--- config.mk ---
export PLATFORM = sky130hd
export DESIGN_NAME = multdiv_issue_ctrl_flat
export DESIGN_NICKNAME = d
export VERILOG_FILES = /design/src/rtl/multdiv_issue_ctrl_if.sv /design/src/rtl/multdiv_issue_ctrl.sv /design/src/flat_wrapper.sv
export SDC_FILE = /design/constraint.sdc
export NUM_CORES = 1
export LEC_CHECK = 0
export ABC_AREA = 1
export CELL_PAD_IN_SITES_DETAIL_PLACEMENT = 1
export CELL_PAD_IN_SITES_GLOBAL_PLACEMENT = 2
export CORE_UTILIZATION = 22
export CTS_BUF_LIST = sky130_fd_sc_hd__clkbuf_8
export CTS_CLUSTER_SIZE = 24
export DETAILED_ROUTE_END_ITERATION = 8
export PLACE_DENSITY = 0.83
export SYNTH_ARGS = -nofsm -noshare
export SYNTH_HDL_FRONTEND = slang
export SYNTH_SLANG_ARGS = --single-unit
--- constraint.sdc ---
create_clock -name clk_i -period 2.93 [get_ports clk_i]
set_input_delay 0.879 -clock clk_i [delete_from_list [all_inputs] [get_ports clk_i]]
set_output_delay 0.879 -clock clk_i [all_outputs]
set_load 0.02 [all_outputs]
--- src/rtl/multdiv_issue_ctrl_if.sv ---
// Request, unit and response signals of the multiply/divide issue controller.
// Signal names follow the controller's port naming so both sides read alike.
//   slave  : the issue controller (accepts requests, drives the unit, returns results)
//   master : the requester / unit model (drives requests, unit valid/result, consumes responses)
// Groups:
//   request  : req_valid_i, req_ready_o, req_operator_i, req_signed_mode_i,
//              req_op_a_i, req_op_b_i, data_ind_timing_i, flush_i
//   unit     : mult_en_o, div_en_o, mult_sel_o, div_sel_o, operator_o, signed_mode_o,
//              op_a_o, op_b_o, multdiv_ready_id_o, valid_i, result_i
//   response : rsp_valid_o, rsp_ready_i, rsp_result_o
//   status   : busy_o, timing_err_o, timeout_err_o, err_clear_i
interface multdiv_issue_ctrl_if;
  logic        req_valid_i;
  logic        req_ready_o;
  logic [1:0]  req_operator_i;
  logic [1:0]  req_signed_mode_i;
  logic [31:0] req_op_a_i;
  logic [31:0] req_op_b_i;
  logic        data_ind_timing_i;
  logic        flush_i;

  logic        mult_en_o;
  logic        div_en_o;
  logic        mult_sel_o;
  logic        div_sel_o;
  logic [1:0]  operator_o;
  logic [1:0]  signed_mode_o;
  logic [31:0] op_a_o;
  logic [31:0] op_b_o;
  logic        multdiv_ready_id_o;
  logic        valid_i;
  logic [31:0] result_i;

  logic        rsp_valid_o;
  logic        rsp_ready_i;
  logic [31:0] rsp_result_o;

  logic        busy_o;
  logic        timing_err_o;
  logic        timeout_err_o;
  logic        err_clear_i;

  modport slave (
    input  req_valid_i, req_operator_i, req_signed_mode_i, req_op_a_i, req_op_b_i,
           data_ind_timing_i, flush_i, valid_i, result_i, rsp_ready_i, err_clear_i,
    output req_ready_o, mult_en_o, div_en_o, mult_sel_o, div_sel_o, operator_o,
           signed_mode_o, op_a_o, op_b_o, multdiv_ready_id_o, rsp_valid_o,
           rsp_result_o, busy_o, timing_err_o, timeout_err_o
  );

  modport master (
    output req_valid_i, req_operator_i, req_signed_mode_i, req_op_a_i, req_op_b_i,
           data_ind_timing_i, flush_i, valid_i, result_i, rsp_ready_i, err_clear_i,
    input  req_ready_o, mult_en_o, div_en_o, mult_sel_o, div_sel_o, operator_o,
           signed_mode_o, op_a_o, op_b_o, multdiv_ready_id_o, rsp_valid_o,
           rsp_result_o, busy_o, timing_err_o, timeout_err_o
  );
endinterface

--- src/rtl/multdiv_issue_ctrl.sv ---
// ID-side initiator for the multiply/divide unit.
// Accepts one request, registers operator/mode/operands, drives the unit's
// enable/select inputs until the unit reports valid, then holds the result on
// a valid/ready response port. With data-independent timing enabled, each op
// must complete in exactly MulCycles/DivCycles cycles (sticky timing_err_o);
// an op still outstanding at TimeoutCycles is aborted (sticky timeout_err_o).
// Ports:
//   clk_i  : clock
//   rst_ni : synchronous active-low reset
//   md     : multdiv_issue_ctrl_if.slave (request, unit, response, status groups)
module multdiv_issue_ctrl #(
  parameter int unsigned MulCycles     = 33,
  parameter int unsigned DivCycles     = 37,
  parameter int unsigned TimeoutCycles = 63
) (
  input logic                  clk_i,
  input logic                  rst_ni,
  multdiv_issue_ctrl_if.slave  md
);

  localparam logic [5:0] MulCnt = 6'(MulCycles);
  localparam logic [5:0] DivCnt = 6'(DivCycles);
  localparam logic [5:0] ToCnt  = 6'(TimeoutCycles);
  localparam logic [5:0] CntMax = 6'd63;

  typedef enum logic [1:0] {IDLE, ISSUE, RESP} state_e;

  state_e      state_q, state_d;
  logic [5:0]  cnt_q, cnt_d;
  logic [1:0]  operator_q;
  logic [1:0]  signed_mode_q;
  logic [31:0] op_a_q, op_b_q;
  logic [31:0] result_q;
  logic        dit_q;
  logic        timing_err_q, timeout_err_q;

  logic        req_ready;
  logic        accept;
  logic        capture;
  logic        timing_set;
  logic        timeout_set;
  logic        is_mult;
  logic [5:0]  exp_cnt;

  // MULL/MULH are encodings 0/1, DIV/REM are 2/3.
  assign is_mult = ~operator_q[1];
  assign exp_cnt = is_mult ? MulCnt : DivCnt;

  always_comb begin
    state_d     = state_q;
    cnt_d       = cnt_q;
    req_ready   = 1'b0;
    accept      = 1'b0;
    capture     = 1'b0;
    timing_set  = 1'b0;
    timeout_set = 1'b0;
    unique case (state_q)
      IDLE: begin
        req_ready = ~md.flush_i;
        accept    = req_ready & md.req_valid_i;
        if (accept) begin
          state_d = ISSUE;
          cnt_d   = 6'd1;
        end
      end
      ISSUE: begin
        // Flush outranks a simultaneous unit valid: the result is discarded.
        if (md.flush_i) begin
          state_d = IDLE;
          cnt_d   = '0;
        end else if (md.valid_i) begin
          capture    = 1'b1;
          timing_set = dit_q & (cnt_q != exp_cnt);
          state_d    = RESP;
          cnt_d      = '0;
        end else if (cnt_q == ToCnt) begin
          timeout_set = 1'b1;
          state_d     = IDLE;
          cnt_d       = '0;
        end else if (cnt_q != CntMax) begin
          cnt_d = cnt_q + 6'd1;
        end
      end
      RESP: begin
        // Consuming the response frees the slot, so a new request can be
        // taken in the same cycle without an idle bubble.
        req_ready = md.rsp_ready_i & ~md.flush_i;
        accept    = req_ready & md.req_valid_i;
        if (md.flush_i) begin
          state_d = IDLE;
        end else if (md.rsp_ready_i) begin
          state_d = accept ? ISSUE : IDLE;
          cnt_d   = accept ? 6'd1 : 6'd0;
        end
      end
      default: state_d = IDLE;
    endcase
  end

  always_ff @(posedge clk_i) begin
    if (!rst_ni) begin
      state_q       <= IDLE;
      cnt_q         <= '0;
      timing_err_q  <= 1'b0;
      timeout_err_q <= 1'b0;
    end else begin
      state_q       <= state_d;
      cnt_q         <= cnt_d;
      // A new error event outranks a clear in the same cycle.
      timing_err_q  <= (timing_err_q & ~md.err_clear_i) | timing_set;
      timeout_err_q <= (timeout_err_q & ~md.err_clear_i) | timeout_set;
    end
  end

  always_ff @(posedge clk_i) begin
    if (!rst_ni) begin
      operator_q    <= '0;
      signed_mode_q <= '0;
      op_a_q        <= '0;
      op_b_q        <= '0;
      dit_q         <= 1'b0;
      result_q      <= '0;
    end else begin
      if (accept) begin
        operator_q    <= md.req_operator_i;
        signed_mode_q <= md.req_signed_mode_i;
        op_a_q        <= md.req_op_a_i;
        op_b_q        <= md.req_op_b_i;
        dit_q         <= md.data_ind_timing_i;
      end
      if (capture) begin
        result_q <= md.result_i;
      end
    end
  end

  assign md.req_ready_o        = req_ready;
  assign md.mult_en_o          = (state_q == ISSUE) & is_mult;
  assign md.mult_sel_o         = (state_q == ISSUE) & is_mult;
  assign md.div_en_o           = (state_q == ISSUE) & ~is_mult;
  assign md.div_sel_o          = (state_q == ISSUE) & ~is_mult;
  assign md.operator_o         = operator_q;
  assign md.signed_mode_o      = signed_mode_q;
  assign md.op_a_o             = op_a_q;
  assign md.op_b_o             = op_b_q;
  assign md.multdiv_ready_id_o = (state_q == ISSUE);
  assign md.rsp_valid_o        = (state_q == RESP);
  assign md.rsp_result_o       = result_q;
  assign md.busy_o             = (state_q != IDLE);
  assign md.timing_err_o       = timing_err_q;
  assign md.timeout_err_o      = timeout_err_q;

endmodule

--- src/flat_wrapper.sv ---
// flat-port wrapper written by rule: the top's interface ports become plain ports
module multdiv_issue_ctrl_flat 
#(
  parameter int unsigned MulCycles     = 33,
  parameter int unsigned DivCycles     = 37,
  parameter int unsigned TimeoutCycles = 63
)
  (clk_i, rst_ni, md_req_valid_i, md_req_operator_i, md_req_signed_mode_i, md_req_op_a_i, md_req_op_b_i, md_data_ind_timing_i, md_flush_i, md_valid_i, md_result_i, md_rsp_ready_i, md_err_clear_i, md_req_ready_o, md_mult_en_o, md_div_en_o, md_mult_sel_o, md_div_sel_o, md_operator_o, md_signed_mode_o, md_op_a_o, md_op_b_o, md_multdiv_ready_id_o, md_rsp_valid_o, md_rsp_result_o, md_busy_o, md_timing_err_o, md_timeout_err_o);
  multdiv_issue_ctrl_if md_i ();
  input logic clk_i;
  input logic rst_ni;
  input wire logic [$bits(md_i.req_valid_i)-1:0] md_req_valid_i;
  input wire logic [$bits(md_i.req_operator_i)-1:0] md_req_operator_i;
  input wire logic [$bits(md_i.req_signed_mode_i)-1:0] md_req_signed_mode_i;
  input wire logic [$bits(md_i.req_op_a_i)-1:0] md_req_op_a_i;
  input wire logic [$bits(md_i.req_op_b_i)-1:0] md_req_op_b_i;
  input wire logic [$bits(md_i.data_ind_timing_i)-1:0] md_data_ind_timing_i;
  input wire logic [$bits(md_i.flush_i)-1:0] md_flush_i;
  input wire logic [$bits(md_i.valid_i)-1:0] md_valid_i;
  input wire logic [$bits(md_i.result_i)-1:0] md_result_i;
  input wire logic [$bits(md_i.rsp_ready_i)-1:0] md_rsp_ready_i;
  input wire logic [$bits(md_i.err_clear_i)-1:0] md_err_clear_i;
  output wire logic [$bits(md_i.req_ready_o)-1:0] md_req_ready_o;
  output wire logic [$bits(md_i.mult_en_o)-1:0] md_mult_en_o;
  output wire logic [$bits(md_i.div_en_o)-1:0] md_div_en_o;
  output wire logic [$bits(md_i.mult_sel_o)-1:0] md_mult_sel_o;
  output wire logic [$bits(md_i.div_sel_o)-1:0] md_div_sel_o;
  output wire logic [$bits(md_i.operator_o)-1:0] md_operator_o;
  output wire logic [$bits(md_i.signed_mode_o)-1:0] md_signed_mode_o;
  output wire logic [$bits(md_i.op_a_o)-1:0] md_op_a_o;
  output wire logic [$bits(md_i.op_b_o)-1:0] md_op_b_o;
  output wire logic [$bits(md_i.multdiv_ready_id_o)-1:0] md_multdiv_ready_id_o;
  output wire logic [$bits(md_i.rsp_valid_o)-1:0] md_rsp_valid_o;
  output wire logic [$bits(md_i.rsp_result_o)-1:0] md_rsp_result_o;
  output wire logic [$bits(md_i.busy_o)-1:0] md_busy_o;
  output wire logic [$bits(md_i.timing_err_o)-1:0] md_timing_err_o;
  output wire logic [$bits(md_i.timeout_err_o)-1:0] md_timeout_err_o;
  assign md_i.req_valid_i = md_req_valid_i;
  assign md_i.req_operator_i = md_req_operator_i;
  assign md_i.req_signed_mode_i = md_req_signed_mode_i;
  assign md_i.req_op_a_i = md_req_op_a_i;
  assign md_i.req_op_b_i = md_req_op_b_i;
  assign md_i.data_ind_timing_i = md_data_ind_timing_i;
  assign md_i.flush_i = md_flush_i;
  assign md_i.valid_i = md_valid_i;
  assign md_i.result_i = md_result_i;
  assign md_i.rsp_ready_i = md_rsp_ready_i;
  assign md_i.err_clear_i = md_err_clear_i;
  assign md_req_ready_o = md_i.req_ready_o;
  assign md_mult_en_o = md_i.mult_en_o;
  assign md_div_en_o = md_i.div_en_o;
  assign md_mult_sel_o = md_i.mult_sel_o;
  assign md_div_sel_o = md_i.div_sel_o;
  assign md_operator_o = md_i.operator_o;
  assign md_signed_mode_o = md_i.signed_mode_o;
  assign md_op_a_o = md_i.op_a_o;
  assign md_op_b_o = md_i.op_b_o;
  assign md_multdiv_ready_id_o = md_i.multdiv_ready_id_o;
  assign md_rsp_valid_o = md_i.rsp_valid_o;
  assign md_rsp_result_o = md_i.rsp_result_o;
  assign md_busy_o = md_i.busy_o;
  assign md_timing_err_o = md_i.timing_err_o;
  assign md_timeout_err_o = md_i.timeout_err_o;
  multdiv_issue_ctrl #(.MulCycles(MulCycles), .DivCycles(DivCycles), .TimeoutCycles(TimeoutCycles)) u_core (.clk_i(clk_i), .rst_ni(rst_ni), .md(md_i));
endmodule
==> reports/results.md <==
## Synth
• synthesized instance count: 559
• most common library cells after synthesis: sky130_fd_sc_hd__nor2_1 (224), sky130_fd_sc_hd__dfxtp_1 (111), sky130_fd_sc_hd__o21ai_0 (100)
• top cell type by total area after synthesis: sky130_fd_sc_hd__dfxtp_1
• Synth Flop Type: sky130_fd_sc_hd__dfxtp_1
• number of enable flip-flop cells after synthesis: 0
• post-synthesis net count: 673
• most common cell in the netlist: sky130_fd_sc_hd__nor2_1
• mean area per synthesized cell: 7.474 sq um
• Yosys top cell area share: 53.19%
• total of flip-flops plus latches after synthesis: 111
• number of warning messages in the yosys log: 0
• part of the Yosys area used for sequential elements: 53.19%
• Synth Cell Area: 4178 sq um
• post-synthesis async set-or-reset flop share: 0%
• Synth area leaders: sky130_fd_sc_hd__dfxtp_1 (53%), sky130_fd_sc_hd__nor2_1 (20%), sky130_fd_sc_hd__o21ai_0 (12%)
• number of distinct standard cells referenced by the synthesized netlist: 21

## STA
• final-report setup violation count: 0
• max-slew violation count: 0
• min Tclk post-route: 2.804 ns
• max_slew headroom: 69.77%
• Final TNS setup: 0 ns
• portion of the clock cycle consumed by the worst path in the final layout: 95.70%
• number of hold violations in the final report: 0
• slew at the pin with the worst max-slew slack: 0.4535 ns
• highest clock frequency the design can meet: 356.6 MHz
• setup repair after global routing missed its margin: false
• WHS: 0.4865 ns
• final setup skew: 0.01503 ns

## Drt
• final WL: 14.50 mm
• detailed-route wire length per cell: 14.53 microns
• antenna-violating nets left: 0
• vias post-DR: 4234
• Residual DRC: 1
• detailed-routing iteration count for the pre-antenna-repair pass: 6
• vias per std cell: 4.242
• violation count after the first detailed-routing iteration: 159

## Final layout
• multi-input gate area in the final layout: 1717 sq um
• filler cell count in the final layout: 2267
• share of layout cells above drive strength 1: 3.665%
• nets@finish: 875
• Storage cell area: 2222 sq um
• Area Growth Syn to Fin: 62.77%
• diode count: 0
• finished layout cell area: 6800 sq um

## Hold path
• type of the worst min-delay path: reg -> reg
• hold path startpoint: u_core.md.timing_err_o
• hold depth: 2
• worst min-delay path endpoint: u_core.md.timing_err_o

## Clocking
• clock tree sinks: 111
• hold buffer count at cts: 0
• master cell of the clock root buffer: sky130_fd_sc_hd__clkbuf_8
• H-tree levels: 3
• clock latency reported for the late side of the worst-skew pair: 0.38 ns
• TritonCTS clock tree: yes
• CTS buffer count: 9
• clock-pin slew reported for the worst setup and hold paths after clock tree synthesis: 0.11 ns
• buffer depth of the longest clock path: 2

## Global routing
• wire length of the first global-routing pass: 23.29 mm
• total global-route track usage: 15.14%
• number of global-route vias before repair: 4345
• largest net degree at the start of global routing: 111
• GRT overflow: 0
• antenna violations before repair: 0

## Setup path
• element type at the critical path end: output port
• beginning of the worst register-to-register path: u_core.state_q[0]
• critical path startpoint category: flip-flop
• Reg2Reg Depth: 9
• arrival time worst endpoint: 1.93 ns
• reg-to-reg setup timing slack: 1.01 ns
• maximum net fanout on the critical path: 4
• Critical Path RT: 2.05 ns
• type of the worst setup path: reg -> out
• worst reg2reg endpoint: u_core.md.op_b_o[14]

## Placement
• number of I/O port buffers: 217
• Detail Placement HPWL: 9.867 mm
• global placement routability congestion: 0.7209
• placement-stage cell area: 6591 sq um

## Pwr
• Static Leakage: 2.789 nW
• fraction of power consumed by the clock network: 21.1%
• switching part of the total power: 35.91%
• share of total power in sequential cells: 39.2%
• internal power of the cells: 3.125 mW
• peak supply drop: 189.6 uV
• fraction of power consumed by combinational cells: 39.6%
• power density relative to cell area: 717.2 nW/um^2
• Sw Pwr: 1.751 mW

## Floorplan
• top-level I/O count: 218
• vertical die dimension: 139.8 microns
• die boundary width: 139.8 microns
• core outline area: 18640 sq um
• die area: 19550 sq um
• starting density of the core: 22.41%
• FP Rows: 50

## Outcome
• status: finished, violations left
• violations in the final reports: design-rule violations

## Flow run
• count of maximum capacitance violations: 0

-- power by group through the flow --
| stage | logic (mW) | registers [mW] | clock network, mW |
|---|---|---|---|
| CTS | 1.97 | 1.92 | 1.08 |
| floorplan | 0.725 | 2.23 | 0 |
| detailed placement | 1.97 | 1.95 | 0 |
| global route | 2.13 | 1.95 | 1.14 |
| finish | 1.93 | 1.91 | 1.03 |
| global placement | 1.96 | 1.94 | 0 |
-- cell usage in the layout (no fill, tap or decap) --
cell type,Yosys,final
sky130_fd_sc_hd__a21oi_1,8,8
sky130_fd_sc_hd__clkdlybuf4s50_1,0,215
sky130_fd_sc_hd__nor3_1,2,2
sky130_fd_sc_hd__ha_1,6,6
sky130_fd_sc_hd__nand4_1,2,2
sky130_fd_sc_hd__dfxtp_1,111,111
sky130_fd_sc_hd__inv_1,18,19
sky130_fd_sc_hd__nor2_1,224,224
sky130_fd_sc_hd__o21ai_0,100,100
sky130_fd_sc_hd__nand2_1,36,36
sky130_fd_sc_hd__o21ai_1,3,3
sky130_fd_sc_hd__clkinv_4,0,1
sky130_fd_sc_hd__buf_2,13,1
sky130_fd_sc_hd__nand2_2,1,1
sky130_fd_sc_hd__inv_2,2,2
sky130_fd_sc_hd__nor3_4,0,1
sky130_fd_sc_hd__clkbuf_8,0,10
sky130_fd_sc_hd__a21oi_4,1,1
sky130_fd_sc_hd__buf_12,0,4
sky130_fd_sc_hd__xnor2_1,1,1
sky130_fd_sc_hd__nand3_1,8,8
sky130_fd_sc_hd__buf_4,4,5
sky130_fd_sc_hd__dlygate4sd2_1,0,1
sky130_fd_sc_hd__bufinv_16,0,2
-- registers in the layout (all words and copies together), names as in the netlist --
| signal | flops |
|---|---|
| u_core.cnt_q | 6 |
| u_core.state_q | 2 |
| u_core.md.signed_mode_o | 2 |
| u_core.md.rsp_result_o | 32 |
| u_core.md.op_a_o | 32 |
| u_core.md.timeout_err_o | 1 |
| u_core.md.op_b_o | 32 |
| u_core.md.timing_err_o | 1 |
| u_core.md.operator_o | 2 |
| u_core.dit_q | 1 |
-- critical path: stages, from the launching register on --
cell,delay [ns]
sky130_fd_sc_hd__dfxtp_1,0.37
sky130_fd_sc_hd__inv_1,0.09
sky130_fd_sc_hd__ha_1,0.24
sky130_fd_sc_hd__inv_1,0.21
sky130_fd_sc_hd__clkdlybuf4s50_1,0.65
-- kinds of logic (layout without fill, tap and decap cells) --
kind of cell,Yosys count,after routing,synth area share (%)
adders and majority gates,6,6,1.797
buffers and inverters,55,260,5.870
and+or+nand+nor,274,274,25.25
AOI/OAI and AO/OA,112,112,13.69
DFF,111,111,53.19
xor gates and xnor gates,1,1,0.2097
-- cell type report --
cell class,count,area share [%]
timing repair buffer,226,33.58
sequential,111,32.68
multi-input combinational,393,25.24
tap,234,4.305
clock buffer,10,2.024
inverter,20,1.104
clock inverter,4,1.067
-- per-stage QoR --
stage / util, % / worst slack, ns / std cells / total power, mW
detailed placement: 35.36 / -0.1213 / 984 / 3.916
finish: 36.48 / 0.1259 / 998 / 4.877
global route: 36.48 / 0.01301 / 998 / 5.215
floorplan: - / 0.6786 / 559 / 2.952
CTS: 36.48 / 0.08461 / 998 / 4.973
global placement: 35.36 / -0.1161 / 984 / 3.898
-- what timing repair did --
| action | 4_1_cts | 5_1_grt |
|---|---|---|
| buffers inserted | 0 | 0 |
| resized for setup | 1 | 0 |
| setup endpoints to repair | 1 | 0 |
-- per-layer routing --
layer	vias to the layer above	routed length [microns]	global-route usage (%)
met5	-	0	0
met4	0	224	5.437
met3	13	1115	5.162
met2	117	6773	25.37
met1	1940	6384	17.89
li1	2164	-	-
-- worst max-delay path by stage --
stage / startpoint / depth (start not counted) / endpoint / slack [ns]
6_report: u_core.state_q[0] / 4 / md_busy_o / 0.13
5_1_grt: u_core.state_q[1] / 4 / md_busy_o / 0.01
4_1_cts: u_core.state_q[0] / 4 / md_busy_o / 0.08
3_5_place_dp: md_rsp_ready_i / 4 / md_req_ready_o / -0.12
3_3_place_gp: md_rsp_ready_i / 4 / md_req_ready_o / -0.12
2_1_floorplan: u_core.state_q[1] / 5 / md_mult_sel_o / 0.68
No activity file was read; power rests on OpenSTA's default activity.
